==> src/rtl/gif_frame_sequencer.sv <==
// Frame sequencer: synchronizes the frame-rate tick, defers each advance to vertical blanking,
// and tracks the current frame index plus its base address in frame memory.
module gif_frame_sequencer #(
    parameter int NUM_FRAMES  = 8,
    parameter int IDX_W       = 3,
    parameter int FRAME_WORDS = 19200,
    parameter int ADDR_W      = 18,
    parameter int OVR_W       = 8
) (
    input  logic              clk,
    input  logic              reset,
    input  logic              tick_in,
    input  logic              en,
    input  logic              vblank,
    input  logic [1:0]        mode,
    input  logic              restart,
    output logic [IDX_W-1:0]  frame_idx,
    output logic [ADDR_W-1:0] frame_base,
    output logic              frame_start,
    output logic              done,
    output logic [OVR_W-1:0]  overrun
);
    localparam logic [IDX_W-1:0]  LAST = IDX_W'(NUM_FRAMES - 1);
    localparam logic [ADDR_W-1:0] STEP = ADDR_W'(FRAME_WORDS);
    localparam logic [1:0] MODE_PING = 2'b01;
    localparam logic [1:0] MODE_ONE  = 2'b10;

    // sync_reg[0..1] form the synchronizer; sync_reg[2] holds the previous synchronized level
    logic [2:0]        sync_reg;
    logic              tick_reg;
    logic [IDX_W-1:0]  idx_reg, idx_next;
    logic [ADDR_W-1:0] base_reg, base_next;
    logic              dir_reg, dir_next;
    logic              done_reg, done_next;
    logic              pending_reg, pending_next;
    logic              start_reg, start_next;
    logic [OVR_W-1:0]  overrun_reg, overrun_next;

    always_comb begin
        idx_next     = idx_reg;
        base_next    = base_reg;
        dir_next     = dir_reg;
        done_next    = done_reg;
        pending_next = pending_reg;
        overrun_next = overrun_reg;
        start_next   = 1'b0;
        if (restart) begin
            idx_next     = '0;
            base_next    = '0;
            dir_next     = 1'b0;
            done_next    = 1'b0;
            pending_next = 1'b0;
            start_next   = 1'b1;
        end else if (!en) begin
            pending_next = 1'b0;
        end else if (pending_reg && vblank) begin
            start_next = 1'b1;
            if (NUM_FRAMES == 1) begin
                dir_next = 1'b0;
                if (mode == MODE_ONE) done_next = 1'b1;
            end else if (mode == MODE_PING) begin
                if (!dir_reg && idx_reg == LAST) begin
                    dir_next  = 1'b1;
                    idx_next  = idx_reg - 1'b1;
                    base_next = base_reg - STEP;
                end else if (dir_reg && idx_reg == '0) begin
                    dir_next  = 1'b0;
                    idx_next  = idx_reg + 1'b1;
                    base_next = base_reg + STEP;
                end else if (dir_reg) begin
                    idx_next  = idx_reg - 1'b1;
                    base_next = base_reg - STEP;
                end else begin
                    idx_next  = idx_reg + 1'b1;
                    base_next = base_reg + STEP;
                end
            end else if (mode == MODE_ONE) begin
                dir_next = 1'b0;
                if (idx_reg == LAST) begin
                    // already on the last frame: suppress the advance and just finish
                    done_next  = 1'b1;
                    start_next = 1'b0;
                end else begin
                    idx_next  = idx_reg + 1'b1;
                    base_next = base_reg + STEP;
                    if (idx_reg == LAST - 1'b1) done_next = 1'b1;
                end
            end else begin
                dir_next = 1'b0;
                if (idx_reg == LAST) begin
                    idx_next  = '0;
                    base_next = '0;
                end else begin
                    idx_next  = idx_reg + 1'b1;
                    base_next = base_reg + STEP;
                end
            end
            pending_next = tick_reg & ~done_next;
        end else if (tick_reg && !done_reg) begin
            if (pending_reg) begin
                if (overrun_reg != '1) overrun_next = overrun_reg + 1'b1;
            end else begin
                pending_next = 1'b1;
            end
        end
    end

    always_ff @(posedge clk or negedge reset) begin
        if (!reset) begin
            sync_reg    <= '0;
            tick_reg    <= 1'b0;
            idx_reg     <= '0;
            base_reg    <= '0;
            dir_reg     <= 1'b0;
            done_reg    <= 1'b0;
            pending_reg <= 1'b0;
            start_reg   <= 1'b0;
            overrun_reg <= '0;
        end else begin
            sync_reg    <= {sync_reg[1:0], tick_in};
            tick_reg    <= sync_reg[1] & ~sync_reg[2];
            idx_reg     <= idx_next;
            base_reg    <= base_next;
            dir_reg     <= dir_next;
            done_reg    <= done_next;
            pending_reg <= pending_next;
            start_reg   <= start_next;
            overrun_reg <= overrun_next;
        end
    end

    assign frame_idx   = idx_reg;
    assign frame_base  = base_reg;
    assign frame_start = start_reg;
    assign done        = done_reg;
    assign overrun     = overrun_reg;
endmodule
==> config.mk <==
export PLATFORM = sky130hd
export DESIGN_NAME = gif_frame_sequencer
export DESIGN_NICKNAME = d
export VERILOG_FILES = /design/src/rtl/gif_frame_sequencer.sv
export SDC_FILE = /design/constraint.sdc
export NUM_CORES = 1
export LEC_CHECK = 0
export ABC_AREA = 1
export CORE_ASPECT_RATIO = 1.1
export CORE_MARGIN = 2
export CORE_UTILIZATION = 47
export DETAILED_ROUTE_END_ITERATION = 6
export PLACE_DENSITY = 0.77
export SKIP_CTS_REPAIR_TIMING = 1
export SYNTH_ARGS = -nofsm -noshare
export SYNTH_HDL_FRONTEND = slang
export SYNTH_SLANG_ARGS = --single-unit
==> constraint.sdc <==
create_clock -name clk -period 1.35 [get_ports clk]
set_input_delay 0.2025 -clock clk [delete_from_list [all_inputs] [get_ports clk]]
set_output_delay 0.2025 -clock clk [all_outputs]
set_load 0.005 [all_outputs]
==> impl_results.md <==
- Outcome: complete, but fails checks
- Failing checks: setup timing
- Starting Density: 49.4%
- Prevailing post-synth register cell: dfrtp_1
- WS Path Type: reg -> reg
- Max-slew violations: 0
- Crit path launch type: register
- Final design utilization: roughly 75%
- HP Class: in -> async
- Drt via density: around 5.2
- Drt pass-1 iters: 4
- Required time of the critical path: around 1.5 ns
- First-pass GRT wire length: a little under 8 mm
- PD cells: 703 mW/mm^2
- Setup WS post-layout: -0.264 ns
- M1 WL: between 2 and 2.5 mm
- Clock latency on the worst-skew pair: 0.29 ns
- Max cap viols: 0
- DR DRC count: 0
- Initial antenna violation count: 0
- RePlAce Congestion: 0.945
- Top sig layer: met4
- Lkg Pwr: 1.69 nW
- GRT Resource Usage Total: between 20% and 30%
- Met3 routed WL: between 300 and 400 um
- N_diodes: 0
- Cell Area, Synth: slightly below 0.002 sq mm
- Max frequency: ~620 MHz
- Area after DPL: between 0.002 and 0.003 sq mm
- Syn Area/Cell: approximately 7.6 sq um
- Row cnt: 24
- Final hold vios: 0
- Layout net count: around 360
- Crit-path max FO: 4
- Largest register FFs: 10
- H-tree depth: 2
- First DRT Iteration DRCs: ~110
- Largest net degree at the start of global routing: 30
- RSZ-0062 raised after global routing: true
- Drt wl/cell: approximately 14 um
- Overall power: roughly 0.0021 W
- Post-route cell area: between 0.002 and 0.003 sq mm
- Post-Route Skew: between 0.005 and 0.006 ns
- Yosys cell types: 31
- Fin crit share: 120%
- Num ports: 39
- Clk pin slew, worst setup/hold paths: about 0.06 ns
- P&R area growth vs syn: 50.8%
- Most frequent cells in the layout: nand2_1, buf_4, nand3_1
- Clock Sinks: 29
- Dpl hpwl: between 3 and 4 mm
- Post-synth EDFFs: 0
- GRT Residual Overflow: 0
- Antenna-violating nets left: 0
- Num CTS Buffers: 5
- Port-buffer cells: 30
- Setup violators final: 21
- Fraction of layout cells with a size suffix above 1: roughly a third
- Synthesized instance count: 263
- Crit. End Element: register
- Ys async rst share: 100%
- Die height: 72.2 um
- Met2 wire len: 2.89 mm
- CTS root buf: clkbuf_8
- Die footprint: approximately 0.0048 sq mm
- Die width: between 60 and 70 um
- Post-synthesis sequential area ratio: between 30% and 40%
- Vias in the first global route: roughly 1800
- #FFs+latches synth: 29
- Core Region: 0.00402 sq mm
- Vias: roughly 2000
- Clock buffer depth: 2
- Crit path arrival time: approximately 1.8 ns
- Synth Warn #: 0
- Commonest non-fill, non-tap cell in the layout: nand2_1
- Max VDD drop: approximately 0.00065 V
- Wirelength, routed: 5.53 mm
- Min Tclk post-route: 1.61 ns
- CTS tree: done
logic make-up (layout without fill, tap and decap cells):
family	after synthesis	after routing	share of synthesized area, %
simple gates	138	138	33.5
buf+inv	46	119	10.9
flops	29	29	36.5
compound gates	28	28	8.12
xor+xnor	13	13	5.73
fa+ha+maj	8	8	5.03
other cells	1	8	0.189
layout make-up:
| type | instances | area [sq um] |
|---|---|---|
| multi-input cells | 195 | 1220 |
| flip-flops and latches | 29 | 736 |
| fillers | 283 | 1020 |
| clock inverters | 1 | 30.0 |
| clock buffers | 7 | 86.3 |
| repair buffers | 77 | 724 |
| well taps | 52 | 65.1 |
| inverters | 34 | 135 |
Yosys cell counts, types with 2 or more instances:
| cell type | count | share of area (%) |
|---|---|---|
| inv_2 | 5 | 0.94 |
| xor2_1 | 8 | 3.5 |
| nor2_4 | 3 | 1.7 |
| nand2_1 | 79 | 15 |
| inv_1 | 29 | 5.5 |
| a31oi_1 | 2 | 0.63 |
| nand2_2 | 4 | 1.3 |
| nor2_1 | 9 | 1.7 |
| o21ai_0 | 6 | 1.5 |
| buf_4 | 9 | 3.4 |
| ha_1 | 8 | 5.0 |
| o22ai_1 | 2 | 0.63 |
| xnor2_1 | 5 | 2.2 |
| buf_2 | 2 | 0.50 |
| nand2_4 | 3 | 1.7 |
| o21ai_1 | 8 | 2.0 |
| nand3_1 | 30 | 7.6 |
| dfrtp_1 | 29 | 37 |
| nand4_1 | 4 | 1.3 |
| a21oi_1 | 6 | 1.5 |
| nor2_2 | 2 | 0.63 |
stage by stage:
| step | hold WS (ns) | setup WS (ns) | cells | TNS (ns) |
|---|---|---|---|---|
| floorplan | -0.0931 | -0.0915 | 270 | -0.584 |
| CTS | 0.280 | -0.214 | 383 | -4.89 |
| detailed placement | 0.342 | -0.199 | 375 | -2.76 |
| global placement | 0.337 | -0.177 | 375 | -2.26 |
| global route | 0.312 | -0.325 | 395 | -4.88 |
| finish | 0.270 | -0.264 | 395 | -2.94 |
critical path, stage by stage (launching register included):
cell and delay [ns]:
dfrtp_1 0.41, inv_1 0.08, ha_1 0.24, o21ai_4 0.21
nand2_1 0.08, nand2_1 0.10, nand2_1 0.08, nand2_2 0.08
nand2_1 0.06, nand2_1 0.07, o21ai_1 0.08
power by group:
| part | leakage (nW) | internal, W | switching [W] |
|---|---|---|---|
| logic | 1.26 | 0.000126 | 0.000118 |
| registers | 0.371 | 0.000892 | 0.0000218 |
| clock network | 0.0585 | 0.000601 | 0.000351 |
| total | 1.69 | 0.00162 | 0.000490 |
worst paths after layout:
| check | cells after the start | slack (ns) | endpoint | startpoint |
|---|---|---|---|---|
| worst max-delay path | 10 | -0.26 | frame_base[14] | frame_base[8] |
| worst min-delay path | 2 | 0.27 | frame_base[15] | reset |
| worst max register to register | 10 | -0.26 | frame_base[14] | frame_base[8] |
| worst min register to register | 0 | 0.35 | sync_reg[1] | sync_reg[0] |
| max in group asynchronous | 2 | 0.89 | overrun[4] | reset |
| min in group clk | 1 | 0.35 | sync_reg[0] | tick_in |
layer usage:
layer	up-vias	GRT usage, %
met5	-	0
met4	0	11.6
met3	20	2.95
met2	75	37.1
met1	951	27.2
li1	992	-
Power figures use the tool's default switching activity.
